**config.mk**
```make
export PLATFORM = sky130hd
export DESIGN_NAME = load_store_unit_flat
export DESIGN_NICKNAME = d
export VERILOG_FILES = /design/src/rtl/mips_cpu_pkg.sv /design/src/rtl/load_store_unit_if.sv /design/src/rtl/lsu_lane_align.sv /design/src/rtl/load_store_unit.sv /design/src/flat_wrapper.sv
export SDC_FILE = /design/constraint.sdc
export NUM_CORES = 1
export LEC_CHECK = 0
export CAP_MARGIN = 20
export CORE_MARGIN = 2
export CORE_UTILIZATION = 45
export DETAILED_ROUTE_END_ITERATION = 10
export PLACE_DENSITY = 0.86
export SETUP_SLACK_MARGIN = 0.1
export SLEW_MARGIN = 0
export SYNTH_ARGS = -nofsm -noshare
export SYNTH_HDL_FRONTEND = slang
export SYNTH_SLANG_ARGS = --single-unit
```
**constraint.sdc**
```tcl
create_clock -name clk -period 8.3 [get_ports clk]
set_input_delay 1.66 -clock clk [delete_from_list [all_inputs] [get_ports clk]]
set_output_delay 1.66 -clock clk [all_outputs]
set_load 0.02 [all_outputs]
```
**src/rtl/mips_cpu_pkg.sv**
```systemverilog
// Shared types for the MIPS data-memory path: LSU opcodes, LSU states, byte-enable constants.
// LWL/LWR support is compiled in when LSU_LWLR_EN is defined.
package mips_cpu_pkg;

  typedef enum logic [3:0] {
    LB  = 4'd0,
    LBU = 4'd1,
    LH  = 4'd2,
    LHU = 4'd3,
    LW  = 4'd4,
    SB  = 4'd5,
    SH  = 4'd6,
    SW  = 4'd7,
    LWL = 4'd8,
    LWR = 4'd9
  } lsu_op_t;

  typedef enum logic [1:0] {
    IDLE = 2'd0,
    REQ  = 2'd1,
    DONE = 2'd2
  } lsu_state_t;

  localparam logic [3:0] BE_NONE    = 4'b0000;
  localparam logic [3:0] BE_BYTE0   = 4'b0001;
  localparam logic [3:0] BE_LO_HALF = 4'b0011;
  localparam logic [3:0] BE_HI_HALF = 4'b1100;
  localparam logic [3:0] BE_ALL     = 4'b1111;

  function automatic logic lsu_is_load(input logic [3:0] op);
    return (op <= 4'(LW)) || (op == 4'(LWL)) || (op == 4'(LWR));
  endfunction

  // Misaligned address or an opcode this build cannot execute.
  function automatic logic lsu_op_error(input logic [3:0] op, input logic [1:0] k);
    logic err;
    err = 1'b1;
    case (op)
      LB, LBU, SB:  err = 1'b0;
      LH, LHU, SH:  err = k[0];
      LW, SW:       err = |k;
`ifdef LSU_LWLR_EN
      LWL, LWR:     err = 1'b0;
`else
      LWL, LWR:     err = 1'b1;
`endif
      default:      err = 1'b1;
    endcase
    return err;
  endfunction

endpackage

```
**src/rtl/load_store_unit_if.sv**
```systemverilog
// Avalon-MM data bus between the load/store unit (master) and data memory (slave).
interface load_store_unit_if;
  logic [31:0] avm_address;
  logic        avm_read;
  logic        avm_write;
  logic [31:0] avm_writedata;
  logic [3:0]  avm_byteenable;
  logic        avm_waitrequest;
  logic [31:0] avm_readdata;

  modport master (
    output avm_address, avm_read, avm_write, avm_writedata, avm_byteenable,
    input  avm_waitrequest, avm_readdata
  );

  modport slave (
    input  avm_address, avm_read, avm_write, avm_writedata, avm_byteenable,
    output avm_waitrequest, avm_readdata
  );
endinterface

```
**src/rtl/lsu_lane_align.sv**
```systemverilog
// Load lane alignment: moves the addressed byte/halfword to bit 0 (zero-extended),
// and with LSU_LWLR_EN defined performs the LWL/LWR merge with the old rt value.
module lsu_lane_align
  import mips_cpu_pkg::*;
(
  input  logic [3:0]  op,
  input  logic [1:0]  k,
  input  logic [31:0] rdata,
  input  logic [31:0] rt_old,
  output logic [31:0] data
);

  logic [4:0]  k_bits;
  logic [31:0] byte_shifted;

  assign k_bits       = {k, 3'b000};
  assign byte_shifted = rdata >> k_bits;

`ifdef LSU_LWLR_EN
  // LWL shifts left by 3-k bytes, which for a 2-bit k is simply ~k.
  logic [4:0]  lwl_bits;
  logic [31:0] lwl_data;
  logic [31:0] lwr_data;

  assign lwl_bits = {~k, 3'b000};
  assign lwl_data = (rdata << lwl_bits) | (rt_old & ~(32'hFFFF_FFFF << lwl_bits));
  assign lwr_data = (rdata >> k_bits) | (rt_old & ~(32'hFFFF_FFFF >> k_bits));
`else
  logic unused_rt_old;
  assign unused_rt_old = ^rt_old;
`endif

  always_comb begin
    data = rdata;
    case (op)
      LB, LBU: data = {24'h0, byte_shifted[7:0]};
      LH, LHU: data = {16'h0, (k[1] ? rdata[31:16] : rdata[15:0])};
`ifdef LSU_LWLR_EN
      LWL:     data = lwl_data;
      LWR:     data = lwr_data;
`endif
      default: data = rdata;
    endcase
  end

endmodule

```
**src/rtl/load_store_unit.sv**
```systemverilog
// Data-memory stage: runs one Avalon-MM read or write per command and aligns load data.
// LWL/LWR are executed only when LSU_LWLR_EN is defined; otherwise they take the error path.
module load_store_unit
  import mips_cpu_pkg::*;
#(
  parameter int ADDR_W = 32
) (
  input  logic              clk,
  input  logic              reset,
  input  logic              start,
  input  logic [3:0]        op,
  input  logic [ADDR_W-1:0] addr,
  input  logic [31:0]       wdata,
  input  logic [31:0]       rt_old,
  output logic              busy,
  output logic              done,
  output logic              addr_error,
  output logic [31:0]       data_readdata,
  load_store_unit_if.master avm
);

  lsu_state_t        state_reg, state_next;
  logic [3:0]        op_reg;
  logic [ADDR_W-1:0] addr_reg;
  logic [31:0]       wdata_reg;
  logic [31:0]       rt_old_reg;
  logic              err_reg;
  logic [31:0]       data_reg;

  logic        accept;
  logic        cmd_err;
  logic        is_load;
  logic        req_exit;
  logic [31:0] aligned_data;
  logic [31:0] word_addr;
  logic [31:0] sb_lanes;
  logic [31:0] sh_lanes;

  assign cmd_err  = lsu_op_error(op, addr[1:0]);
  assign is_load  = lsu_is_load(op_reg);
  assign req_exit = (state_reg == REQ) && !avm.avm_waitrequest;

  always_comb begin
    state_next = state_reg;
    accept     = 1'b0;
    case (state_reg)
      IDLE: if (start) begin
        accept     = 1'b1;
        state_next = cmd_err ? DONE : REQ;
      end
      REQ:     if (!avm.avm_waitrequest) state_next = DONE;
      DONE:    state_next = IDLE;
      default: state_next = IDLE;
    endcase
  end

  always_ff @(posedge clk or posedge reset) begin
    if (reset) begin
      state_reg  <= IDLE;
      op_reg     <= 4'd0;
      addr_reg   <= '0;
      wdata_reg  <= 32'd0;
      rt_old_reg <= 32'd0;
      err_reg    <= 1'b0;
      data_reg   <= 32'd0;
    end else begin
      state_reg <= state_next;
      if (accept) begin
        op_reg     <= op;
        addr_reg   <= addr;
        wdata_reg  <= wdata;
        rt_old_reg <= rt_old;
        err_reg    <= cmd_err;
      end
      if (req_exit && is_load) begin
        data_reg <= aligned_data;
      end
    end
  end

  lsu_lane_align u_lane_align (
    .op     (op_reg),
    .k      (addr_reg[1:0]),
    .rdata  (avm.avm_readdata),
    .rt_old (rt_old_reg),
    .data   (aligned_data)
  );

  generate
    if (ADDR_W >= 32) begin : g_addr_full
      assign word_addr = {addr_reg[31:2], 2'b00};
    end else begin : g_addr_ext
      assign word_addr = {{(32 - ADDR_W){1'b0}}, addr_reg[ADDR_W-1:2], 2'b00};
    end
  endgenerate

  // Store data replicated across lanes; the byte enables pick the live lane(s).
  genvar gi;
  generate
    for (gi = 0; gi < 4; gi++) begin : g_lane
      assign sb_lanes[8*gi +: 8] = wdata_reg[7:0];
      assign sh_lanes[8*gi +: 8] = wdata_reg[8*(gi%2) +: 8];
    end
  endgenerate

  always_comb begin
    avm.avm_byteenable = BE_NONE;
    avm.avm_writedata  = 32'd0;
    if (state_reg == REQ) begin
      if (is_load) begin
        avm.avm_byteenable = BE_ALL;
      end else begin
        case (op_reg)
          SB: begin
            avm.avm_byteenable = BE_BYTE0 << addr_reg[1:0];
            avm.avm_writedata  = sb_lanes;
          end
          SH: begin
            avm.avm_byteenable = addr_reg[1] ? BE_HI_HALF : BE_LO_HALF;
            avm.avm_writedata  = sh_lanes;
          end
          default: begin
            avm.avm_byteenable = BE_ALL;
            avm.avm_writedata  = wdata_reg;
          end
        endcase
      end
    end
  end

  assign avm.avm_address = word_addr;
  assign avm.avm_read    = (state_reg == REQ) && is_load;
  assign avm.avm_write   = (state_reg == REQ) && !is_load;

  assign busy          = (state_reg != IDLE);
  assign done          = (state_reg == DONE);
  assign addr_error    = done && err_reg;
  assign data_readdata = data_reg;

endmodule
```
**src/flat_wrapper.sv**
```systemverilog
// flat-port wrapper written by rule: the top's interface ports become plain ports
module load_store_unit_flat import mips_cpu_pkg::*;
#(
  parameter int ADDR_W = 32
)
  (clk, reset, start, op, addr, wdata, rt_old, busy, done, addr_error, data_readdata, avm_avm_address, avm_avm_read, avm_avm_write, avm_avm_writedata, avm_avm_byteenable, avm_avm_waitrequest, avm_avm_readdata);
  load_store_unit_if avm_i ();
  input  logic clk;
  input  logic reset;
  input  logic start;
  input  logic [3:0] op;
  input  logic [ADDR_W-1:0] addr;
  input  logic [31:0] wdata;
  input  logic [31:0] rt_old;
  output logic busy;
  output logic done;
  output logic addr_error;
  output logic [31:0] data_readdata;
  output wire logic [$bits(avm_i.avm_address)-1:0] avm_avm_address;
  output wire logic [$bits(avm_i.avm_read)-1:0] avm_avm_read;
  output wire logic [$bits(avm_i.avm_write)-1:0] avm_avm_write;
  output wire logic [$bits(avm_i.avm_writedata)-1:0] avm_avm_writedata;
  output wire logic [$bits(avm_i.avm_byteenable)-1:0] avm_avm_byteenable;
  input wire logic [$bits(avm_i.avm_waitrequest)-1:0] avm_avm_waitrequest;
  input wire logic [$bits(avm_i.avm_readdata)-1:0] avm_avm_readdata;
  assign avm_avm_address = avm_i.avm_address;
  assign avm_avm_read = avm_i.avm_read;
  assign avm_avm_write = avm_i.avm_write;
  assign avm_avm_writedata = avm_i.avm_writedata;
  assign avm_avm_byteenable = avm_i.avm_byteenable;
  assign avm_i.avm_waitrequest = avm_avm_waitrequest;
  assign avm_i.avm_readdata = avm_avm_readdata;
  load_store_unit #(.ADDR_W(ADDR_W)) u_core (.clk(clk), .reset(reset), .start(start), .op(op), .addr(addr), .wdata(wdata), .rt_old(rt_old), .busy(busy), .done(done), .addr_error(addr_error), .data_readdata(data_readdata), .avm(avm_i));
endmodule
```
### Yosys cells after proc, flatten, opt, wreduce, memory -nomap -nowiden

Index checks and enable logic that the tools add are counted.
W data, S select, Z words.

| cells by class | value |
|---|---|
| $lt $le $gt $ge | 1 |
| eq/ne operators | 18 |
| shift-type cells | 2 |
| muxes and demuxes | 16 |
| reduce and logical (&&, ||, !) cells | 20 |

Operators by type and width:

| kind | count |
|---|---|
| $pmux W32 S2 | 2 |
| $mux W32 | 2 |
| $shr A32 B5 Y8 | 1 |
| $eq A4 B3 Y1 const B | 6 |
| $eq A4 B2 Y1 const B | 4 |
| $mux W16 | 1 |
| $mux W4 | 3 |
| $eq A4 B1 Y1 const B | 2 |
| $eq A4 B4 Y1 const B | 2 |
| $logic_not A4 Y1 | 2 |
| $pmux W4 S2 | 1 |
| $reduce_or A2 Y1 | 4 |
| $mux W2 | 3 |
| $reduce_or A3 Y1 | 2 |
| $logic_and A1 B1 Y1 | 5 |
| $le A4 B3 Y1 const B | 1 |
| $ne A2 B2 Y1 const B | 2 |
| $pmux W2 S2 | 1 |
| $shl A1 B2 Y4 const A | 1 |
| $pmux W1 S3 | 1 |
| $eq A2 B1 Y1 const B | 1 |
| $eq A2 B2 Y1 const B | 1 |
| $logic_not A1 Y1 | 2 |
| $logic_not A2 Y1 | 1 |
| 4 further kinds | 6 |

| word-level totals | value |
|---|---|
| flip-flop bits (word level) | 103 |
| input port bits | 136 |
| output and inout bits | 105 |
| word-level logic and storage cells | 63 |

### Longest topological paths before layout

Gate-level depths: netlist of the first run.

| logic depth | value |
|---|---|
| depth after elaboration | 6 |
| mapped depth | 6 |
| gate-level depth less buffers | 4 |

### Cells and area by module

A second synthesis of the first run with hierarchy kept.

| unflattened totals | value |
|---|---|
| cell total of the unflattened synthesis | 753 |
| area, all modules | 6767.7 sq um |

Modules (own cells, without submodules):

| module | instances | cells each | area each (sq um) | seq. area each (sq um) |
|---|---|---|---|---|
| load_store_unit | 1 | 658 | 6084.6 | 3378.2 |
| lsu_lane_align | 1 | 95 | 683.2 | 0.0 |

### Worst setup path after synthesis of the first run

OpenSTA, ideal clock, no wires.

| timing | value |
|---|---|
| path kind | flip-flop to output port |
| start point | register u_core.op_reg[3] |
| end point | output port avm_avm_writedata[29] |
| arrival time | 1.650 ns |
| required time | 6.640 ns |
| setup slack | 4.990 ns |
| cell stages (with the launch flop) | 7 |
| cells stage by stage | dfrtp_1 -> and4bb_2 -> buf_2 -> nor2_2 -> buf_2 -> nand2_1 -> a31oi_1 |

| on the way | value |
|---|---|
| cells in the longest elaborated chain, start to end | 5 |
| elaborated cells between the ends (all ways) | 10 |
| classes of those cells | 1 x order compare; 4 x eq/ne; 3 x mux; 2 x reduce/logical |

RTL lines:

| item | line | text |
|---|---|---|
| from (decl) | load_store_unit.sv:23 | `logic [3:0] op_reg;` |
| from (signal assigned) | load_store_unit.sv:69 | `op_reg <= op;` |
| $le A4 B3 Y1 / $eq A4 B4 Y1 (equally long branches) | mips_cpu_pkg.sv:31 | `return (op <= 4'(LW)) \|\| (op == 4'(LWL)) \|\| (op == 4'(LWR));` |
| $logic_or A1 B1 Y1 (2 in a row) | mips_cpu_pkg.sv:31 |  |
| $mux W32 * | load_store_unit.sv:110 | `if (is_load) begin` |
| $mux W32 * | load_store_unit.sv:109 | `if (state_reg == REQ) begin` |
| to (decl) | flat_wrapper.sv:22 | `output wire logic [$bits(avm_i.avm_writedata)-1:0] avm_avm_writedata;` |

Mark *: on every way between the ends. The rest lies on a longest branch, timed or not.

### Worst setup path in the final report of the first run

| timing | value |
|---|---|
| start point | register u_core.op_reg[3] |
| end point | output port avm_avm_writedata[12] |

The elaborated chain is that of the path after synthesis.

==> results of run 1 <==
worst max-delay path by stage:
stage                startpoint               endpoint  slack [ns]
5_1_grt        u_core.op_reg[1]  avm_avm_writedata[25]        3.30
3_5_place_dp   u_core.op_reg[2]  avm_avm_writedata[12]        4.02
4_1_cts        u_core.op_reg[2]  avm_avm_writedata[12]        3.62
2_1_floorplan             reset     u_core.addr_reg[0]        3.94
3_3_place_gp   u_core.op_reg[1]  avm_avm_writedata[12]        4.08
6_report       u_core.op_reg[3]  avm_avm_writedata[12]        3.62
cells by family (layout without fill, tap and decap cells):
family          Yosys count  after routing
compound gates           66             66
xor+xnor                  1              1
buf+inv                  81            247
flops                   103            103
mux                     105            105
other cells               1              2
simple gates            125            125
cell type report:
class                           instances  area, um^2  area share
Clock buffer                           12       256.5     0.03414
Clock inverter                          4       76.32     0.01016
Inverter                               22       85.08     0.01132
Multi-Input combinational cell        299        2235      0.2974
Sequential cell                       103        2577      0.3430
Tap cell                              143       178.9     0.02381
Timing Repair Buffer                  209        2105      0.2801
Yosys cell counts (2+ instances only):
master,number,share of area
nor2_1,12,0.0086
or2_2,2,0.0024
a21oi_1,22,0.021
nor2b_1,11,0.013
buf_2,12,0.011
and3_1,8,0.0095
inv_1,22,0.016
mux2_4,14,0.040
and4bb_2,2,0.0048
mux2_2,68,0.15
a31oi_1,16,0.019
buf_4,33,0.047
mux2i_1,23,0.044
buf_6,3,0.0064
a221o_1,7,0.013
o21ai_1,2,0.0019
nand2_1,76,0.054
nand2b_1,3,0.0036
clkbuf_1,10,0.0071
o21bai_1,2,0.0029
dfrtp_1,103,0.49
nand3b_1,2,0.0029
o21ai_0,12,0.011
power groups by stage:
stage	clock (mW)	sequential (mW)	combinational, mW
final	0.468	0.786	0.921
after global routing	0.501	0.809	0.983
after CTS	0.479	0.796	0.909
after detailed placement	0	0.804	0.904
after global placement	0	0.791	0.883
after floorplan	0	0.863	0.485
through the flow:
step                      std cells  hold WS, ns
after floorplan                 483       0.4404
after global placement          775       0.4582
after detailed placement        775       0.4806
after CTS                       791       0.5101
after global routing            792       0.5273
final                           792       0.5090
critical path, cell delays in order, from the launching register on:
cell	delay [ns]
dfrtp_1	0.52
o21ai_1	0.13
a21oi_2	0.38
nand2_1	0.58
a21oi_1	0.39
clkdlybuf4s50_1	0.66
metal layers:
metal	share of wire	GRT usage	vias to the layer above
li1	-	-	1941
met1	0.41	0.2869	2032
met2	0.49	0.3783	189
met3	0.079	0.05562	22
met4	0.018	0.07480	0
met5	0	0	-
==> flow_metrics.tcl, run 1 <==
set metrics [dict create \
    fin_nets 780 \
    utilization 0.6580 \
    drc 0 \
    synth-simple-area-share 0.1129 \
    start_util 0.4611 \
    fin_crit_ns 4.678 \
    clkSinkCount 103 \
    vias_per_cell 5.283 \
    hold_path_end "u_core.wdata_reg[21]" \
    synthArstFlopShare 1.000 \
    fin_crit_sh 0.5636 \
    nFillCells 872 \
    cts_hold_buf 0 \
    cp-end-kind "output port" \
    drt_iter0_markers 335 \
    drv_cap 0 \
    power_frac_comb 0.423 \
    synth.distinct_cells 40 \
    rsz0062_at_grt "no" \
    hp-start "u_core.wdata_reg[21]" \
    grt_usage 0.2251 \
    ys.flop_type "dfrtp_1" \
    ys_warn_count 0 \
    ant_nets 0 \
    synth_xor_xnor_area_share 0.001663 \
    first_pass_iters 4 \
    wl_per_cell_um 17.74 \
    fin_worst_skew_ns 0.007060 \
    cts_max_level 3 \
    tightest_slew_ns 1.007 \
    p_switching_uw 743.1 \
    worstPathArrival_ns 3.02 \
    vias 4184 \
    die_x_um 112.2 \
    synthCells 482 \
    grt_max_degree 57 \
    fin_area_um2 7513 \
    synth-edff-count 0 \
    gp_congestion 0.8634 \
    final_common_cell "clkdlybuf4s50_1" \
    antenna_found_initial 0 \
    netSwitchingFraction 0.3417 \
    grt_overflow 0 \
    synth.avg_cell_area_um2 10.92 \
    finalHoldViolCount 0 \
    cts_resized 0 \
    grt_pass1_vias 4353 \
    cts.path.max_buffers 2 \
    postCtsSetupRepairBufs 0 \
    status "finished, final reports clean" \
    place_area_um2 7153 \
    numCtsBuffers 9 \
    crit_type "flip-flop to output port" \
    synth_mux_area_frac 0.2291 \
    fmax_mhz 213.8 \
    r2r_slack_ns 5.83 \
    synth_compound_gate_area_share 0.07771 \
    io_pins 241 \
    antenna_cells 0 \
    worstReg2RegEnd "u_core.data_readdata[8]" \
    relSlewSlack 0.3287 \
    grt_pass1_wl_um 22600 \
    synth_top_family_by_area "multiplexers" \
    reg2reg_depth 4 \
    cts_tree "built" \
    syn2layout_area_growth_pct 42.70 \
    dp_slack_ns 4.018 \
    layout-drive-gt1-share 0.1726 \
    syn_area_um2 5265 \
    ys_ff_latch 103 \
    final_cell_mix "206 x clkdlybuf4s50_1, 103 x dfrtp_1, 76 x nand2_1" \
    hold_class "flip-flop to flip-flop" \
    die_height_um 112.2 \
    max-vdd-ir-drop_mv 0.2302 \
    clkPwrFrac 0.215 \
    core-area_um2 11420 \
    crit_fanout 25 \
    cp.required_ns 6.64 \
    worstSetupStartpointType "flip-flop" \
    dieArea_um2 12580 \
    clk_latency_ns 0.35 \
    min_path_cells 1 \
    r2r-start "u_core.op_reg[3]" \
    fin_setup_tns_ns 0 \
    p_leak_nw 3.332 \
    placementRows 39 \
    hpwl_um 10200 \
    synth_fa_ha_area_frac 0 \
    drv_slew 0 \
    cts_root_buf "clkbuf_16" \
    port_buffers 206 \
    setup_viol 0 \
    seqPwrFrac 0.361 \
    fin_total_pwr_mw 2.175 \
    drt_wl_total_um 14050 \
    power.density_nw_per_um2 289.5 \
    ys_seq_area_frac 0.4895 \
    fin_ws_ns 3.622 \
    clkTransAtPathRegs_ns 0.07 \
    internal_power_mw 1.432 \
]
Note: power is estimated with default switching activity, not from simulation.
==> run 2, diff against run 1 <==
--- a/config.mk
+++ b/config.mk
@@ -7,9 +7,9 @@
 export LEC_CHECK = 0
 export CAP_MARGIN = 20
 export CORE_MARGIN = 2
-export CORE_UTILIZATION = 45
+export CORE_UTILIZATION = 42
 export DETAILED_ROUTE_END_ITERATION = 10
-export PLACE_DENSITY = 0.86
+export PLACE_DENSITY = 0.81
 export SETUP_SLACK_MARGIN = 0.1
 export SLEW_MARGIN = 0
 export SYNTH_ARGS = -nofsm -noshare
==> constraint.sdc (replaced) <==
create_clock -name clk -period 4.4 [get_ports clk]
set_input_delay 0.88 -clock clk [delete_from_list [all_inputs] [get_ports clk]]
set_output_delay 0.88 -clock clk [all_outputs]
set_load 0.02 [all_outputs]
==> flow_metrics.tcl, run 2 (same netlist as run 1, synthesis figures left out) <==
set metrics [dict create \
    cts.path.max_buffers 2 \
    finalHoldViolCount 0 \
    antenna_cells 0 \
    io_pins 241 \
    dieArea_um2 13450 \
    relSlewSlack 0.3269 \
    fin_area_um2 7533 \
    port_buffers 206 \
    grt_max_degree 86 \
    hp-start "u_core.state_reg[1]" \
    final_common_cell "clkdlybuf4s50_1" \
    first_pass_iters 5 \
    grt_pass1_wl_um 21830 \
    cp.required_ns 3.52 \
    antenna_found_initial 0 \
    gp_congestion 0.8025 \
    place_area_um2 7199 \
    utilization 0.6220 \
    die_height_um 116.0 \
    status "finished, final reports clean" \
    fin_crit_ns 3.774 \
    cts_max_level 3 \
    hpwl_um 9958 \
    fin_nets 782 \
    clkTransAtPathRegs_ns 0.07 \
    drv_slew 0 \
    grt_usage 0.2088 \
    fin_crit_sh 0.8578 \
    drt_iter0_markers 247 \
    hold_class "flip-flop to flip-flop" \
    crit_path_start "u_core.op_reg[3]" \
    numCtsBuffers 9 \
    rsz0062_at_grt "no" \
    setup_viol 0 \
    grt_overflow 0 \
    worstPathArrival_ns 2.89 \
    cts_tree "built" \
    drc 0 \
    wl_per_cell_um 16.91 \
    clkSinkCount 103 \
    fin_setup_tns_ns 0 \
    clk_latency_ns 0.35 \
    fin_worst_skew_ns 0.009174 \
    tightest_slew_ns 1.010 \
    final_cell_count_no_fill 819 \
    cp-end-kind "output port" \
    drv_cap 0 \
    ant_nets 0 \
    dpl.cell_count 802 \
    postCtsSetupRepairBufs 0 \
    worstSetupStartpointType "flip-flop" \
    fmax_mhz 264.9 \
    vias_per_cell 5.031 \
    drt_wl_total_um 13850 \
    vias 4120 \
    power.density_nw_per_um2 533.4 \
    syn2layout_area_growth_pct 43.08 \
    core-area_um2 12110 \
    crit_type "flip-flop to output port" \
    placementRows 40 \
    cts_root_buf "clkbuf_16" \
    die_x_um 116.0 \
    start_util 0.4347 \
    p_leak_nw 3.334 \
    max-vdd-ir-drop_mv 0.2322 \
    crit_fanout 12 \
    r2r-start "u_core.op_reg[2]" \
    final_cell_mix "206 x clkdlybuf4s50_1, 103 x dfrtp_1, 75 x nand2_1" \
    grt_pass1_vias 4292 \
    layout-drive-gt1-share 0.1782 \
    nFillCells 992 \
]
## run 2: cell count changes in the layout (fill, tap and decap cells not counted), sizes merged
cell	delta
clkbuf	-3
clkinv	+3
buf	+2
inv	+2
bufinv	-1
clkinvlp	-1
## run 2: area by class of cell
type	instances	area, um^2	area share
Multi-Input combinational cell	299	2237	0.2970
Clock inverter	7	78.83	0.01046
Tap cell	168	210.2	0.02790
Clock buffer	9	225.2	0.02990
Sequential cell	103	2577	0.3421
Timing Repair Buffer	211	2120	0.2813
Inverter	22	85.08	0.01129
## run 2: worst paths after layout
path	end	slack (ns)	cells after the start
setup / recovery	avm_avm_writedata[18]	0.63	5
hold / removal	u_core.state_reg[1]	0.50	1
setup reg to reg	u_core.data_readdata[9]	1.83	4
hold reg to reg	u_core.state_reg[1]	0.50	1
max in group asynchronous	u_core.data_readdata[7]	2.59	4
min in group asynchronous	u_core.addr_reg[27]	0.87	2
## run 2: metal layers
metal | up-vias | share of wire | track usage
met1 | 1979 | 0.42 | 0.2602
met5 | - | 0 | 0
met4 | 0 | 0.018 | 0.07222
li1 | 1953 | - | -
met2 | 169 | 0.49 | 0.3567
met3 | 19 | 0.071 | 0.04969
## run 2: what timing repair did
action,4_1_cts,5_1_grt
endpoints found under the hold margin,0,0
hold buffers,0,0
resized for setup,0,1
endpoints found under the setup margin,0,2
## run 2: worst max-delay path, stage by stage, from the launching register on
cell	delay [ns]
dfrtp_1	0.47
nand4bb_1	0.56
nand2b_1	0.57
nand2_1	0.13
a21oi_1	0.18
clkdlybuf4s50_1	0.64
## run 2: power by group
| group | internal, mW | switching, mW | leakage (nW) | total [mW] |
|---|---|---|---|---|
| Combinational | 0.895 | 0.833 | 1.96 | 1.73 |
| Sequential | 1.27 | 0.204 | 1.22 | 1.47 |
| Clock | 0.448 | 0.371 | 0.151 | 0.819 |
## run 2: metrics by stage
step	hold WS [ns]	power, mW	setup slack [ns]
6_report	0.4986	4.019	0.6255
5_1_grt	0.5247	4.258	0.3370
3_5_place_dp	0.4863	3.221	0.7565
2_1_floorplan	0.4404	2.542	0.8162
3_3_place_gp	0.4601	3.165	0.8115
4_1_cts	0.4990	4.053	0.3358
==> run 3, diff against run 2 <==
--- a/config.mk
+++ b/config.mk
@@ -6,6 +6,7 @@
 export NUM_CORES = 1
 export LEC_CHECK = 0
 export CAP_MARGIN = 20
+export CORE_ASPECT_RATIO = 1.4
 export CORE_MARGIN = 2
 export CORE_UTILIZATION = 42
 export DETAILED_ROUTE_END_ITERATION = 10
==> flow_metrics.tcl, run 3 (same netlist as run 1, synthesis figures left out) <==
set metrics [dict create \
    antenna_found_initial 0 \
    vias_per_cell 5.234 \
    r2r_slack_ns 1.93 \
    fin_ws_ns 0.6692 \
    numCtsBuffers 9 \
    rsz0062_at_grt "no" \
    dp_slack_ns 1.056 \
    cts_root_buf "clkbuf_16" \
    drc 0 \
    max-vdd-ir-drop_mv 0.2118 \
    first_pass_iters 4 \
    cts.path.max_buffers 2 \
    vias 4208 \
    power.density_nw_per_um2 531.8 \
    crit_fanout 16 \
    fin_crit_ns 3.731 \
    clk_latency_ns 0.35 \
    grt_usage 0.2168 \
    grt_pass1_wl_um 22980 \
    fin_worst_skew_ns 0.008449 \
    drt_iter0_markers 162 \
    cp.required_ns 3.52 \
    hold_class "flip-flop to flip-flop" \
    cp-end-kind "output port" \
    dpl.cell_count 788 \
    wl_per_cell_um 18.04 \
    fin_crit_sh 0.8479 \
    worstSetupStartpointType "flip-flop" \
    cts_max_level 3 \
    drv_slew 0 \
    cts_hold_buf 0 \
    fin_total_pwr_mw 3.990 \
    tightest_slew_ns 0.9771 \
    final_cell_count_no_fill 804 \
    grt_max_degree 64 \
    place_area_um2 7219 \
    final_common_cell "clkdlybuf4s50_1" \
    start_util 0.4276 \
    io_pins 241 \
    cts_resized 0 \
    p_leak_nw 3.324 \
    grt_pass1_vias 4419 \
    drv_cap 0 \
    die_x_um 98.63 \
    port_buffers 206 \
    clkTransAtPathRegs_ns 0.07 \
    final_cell_mix "206 x clkdlybuf4s50_1, 103 x dfrtp_1, 76 x nand2_1" \
    placementRows 48 \
    core-area_um2 12310 \
    gp_congestion 0.8226 \
    grt_overflow 0 \
    finalHoldViolCount 0 \
    layout-drive-gt1-share 0.1789 \
    drt_wl_total_um 14500 \
    hpwl_um 10810 \
    fin_area_um2 7503 \
    fin_setup_tns_ns 0 \
    antenna_cells 0 \
    postCtsSetupRepairBufs 0 \
    status "finished, final reports clean" \
    dieArea_um2 13460 \
    fin_nets 785 \
    die_height_um 136.5 \
    syn2layout_area_growth_pct 42.51 \
    crit_type "flip-flop to output port" \
    clkSinkCount 103 \
    relSlewSlack 0.3486 \
    worstPathArrival_ns 2.85 \
    ant_nets 0 \
    cts_tree "built" \
    nFillCells 984 \
    fmax_mhz 268.0 \
    setup_viol 0 \
]
==> run 3: area by class of cell <==
cell class	instances	area, um^2	area share
multi-input cells	299	2235	0.2978
well taps	150	187.7	0.02501
clock buffers	11	242.7	0.03235
flip-flops and latches	103	2577	0.3435
clock inverters	5	41.29	0.005503
repair buffers	214	2135	0.2845
inverters	22	85.08	0.01134
==> run 3: power breakdown <==
group          internal (mW)  switching [mW]
clock network          0.404           0.365
registers               1.27           0.208
logic                  0.904           0.842
==> run 3: metal layers <==
metal / share of wire / up-vias / GRT usage
met5: 0 / - / 0
met4: 0.022 / 0 / 0.09209
met3: 0.077 / 20 / 0.05141
met2: 0.51 / 188 / 0.3726
met1: 0.39 / 2045 / 0.2595
li1: - / 1955 / -
==> run 3: worst paths after layout <==
kind,depth (start not counted),startpoint,to
setup / recovery,5,u_core.op_reg[2],avm_avm_writedata[31]
hold / removal,1,u_core.state_reg[1],u_core.state_reg[1]
hold reg to reg,1,u_core.state_reg[1],u_core.state_reg[1]
setup reg to reg,5,u_core.op_reg[3],u_core.data_readdata[2]
max in group asynchronous,3,reset,u_core.wdata_reg[0]
min in group asynchronous,2,reset,u_core.addr_reg[20]
==> run 3: critical path: stages, from the launching register on <==
cell             delay, ns
dfrtp_1               0.48
and4bb_2              0.40
nor2_2                0.61
nand2_1               0.12
a31oi_1               0.25
clkdlybuf4s50_1       0.64
==> run 3: per-stage QoR <==
| stage | util | hold slack, ns |
|---|---|---|
| 4_1_cts | 0.6095 | 0.5014 |
| 6_report | 0.6095 | 0.4967 |
| 3_3_place_gp | 0.5864 | 0.4569 |
| 5_1_grt | 0.6095 | 0.5255 |
| 2_1_floorplan | - | 0.4404 |
| 3_5_place_dp | 0.5864 | 0.4904 |
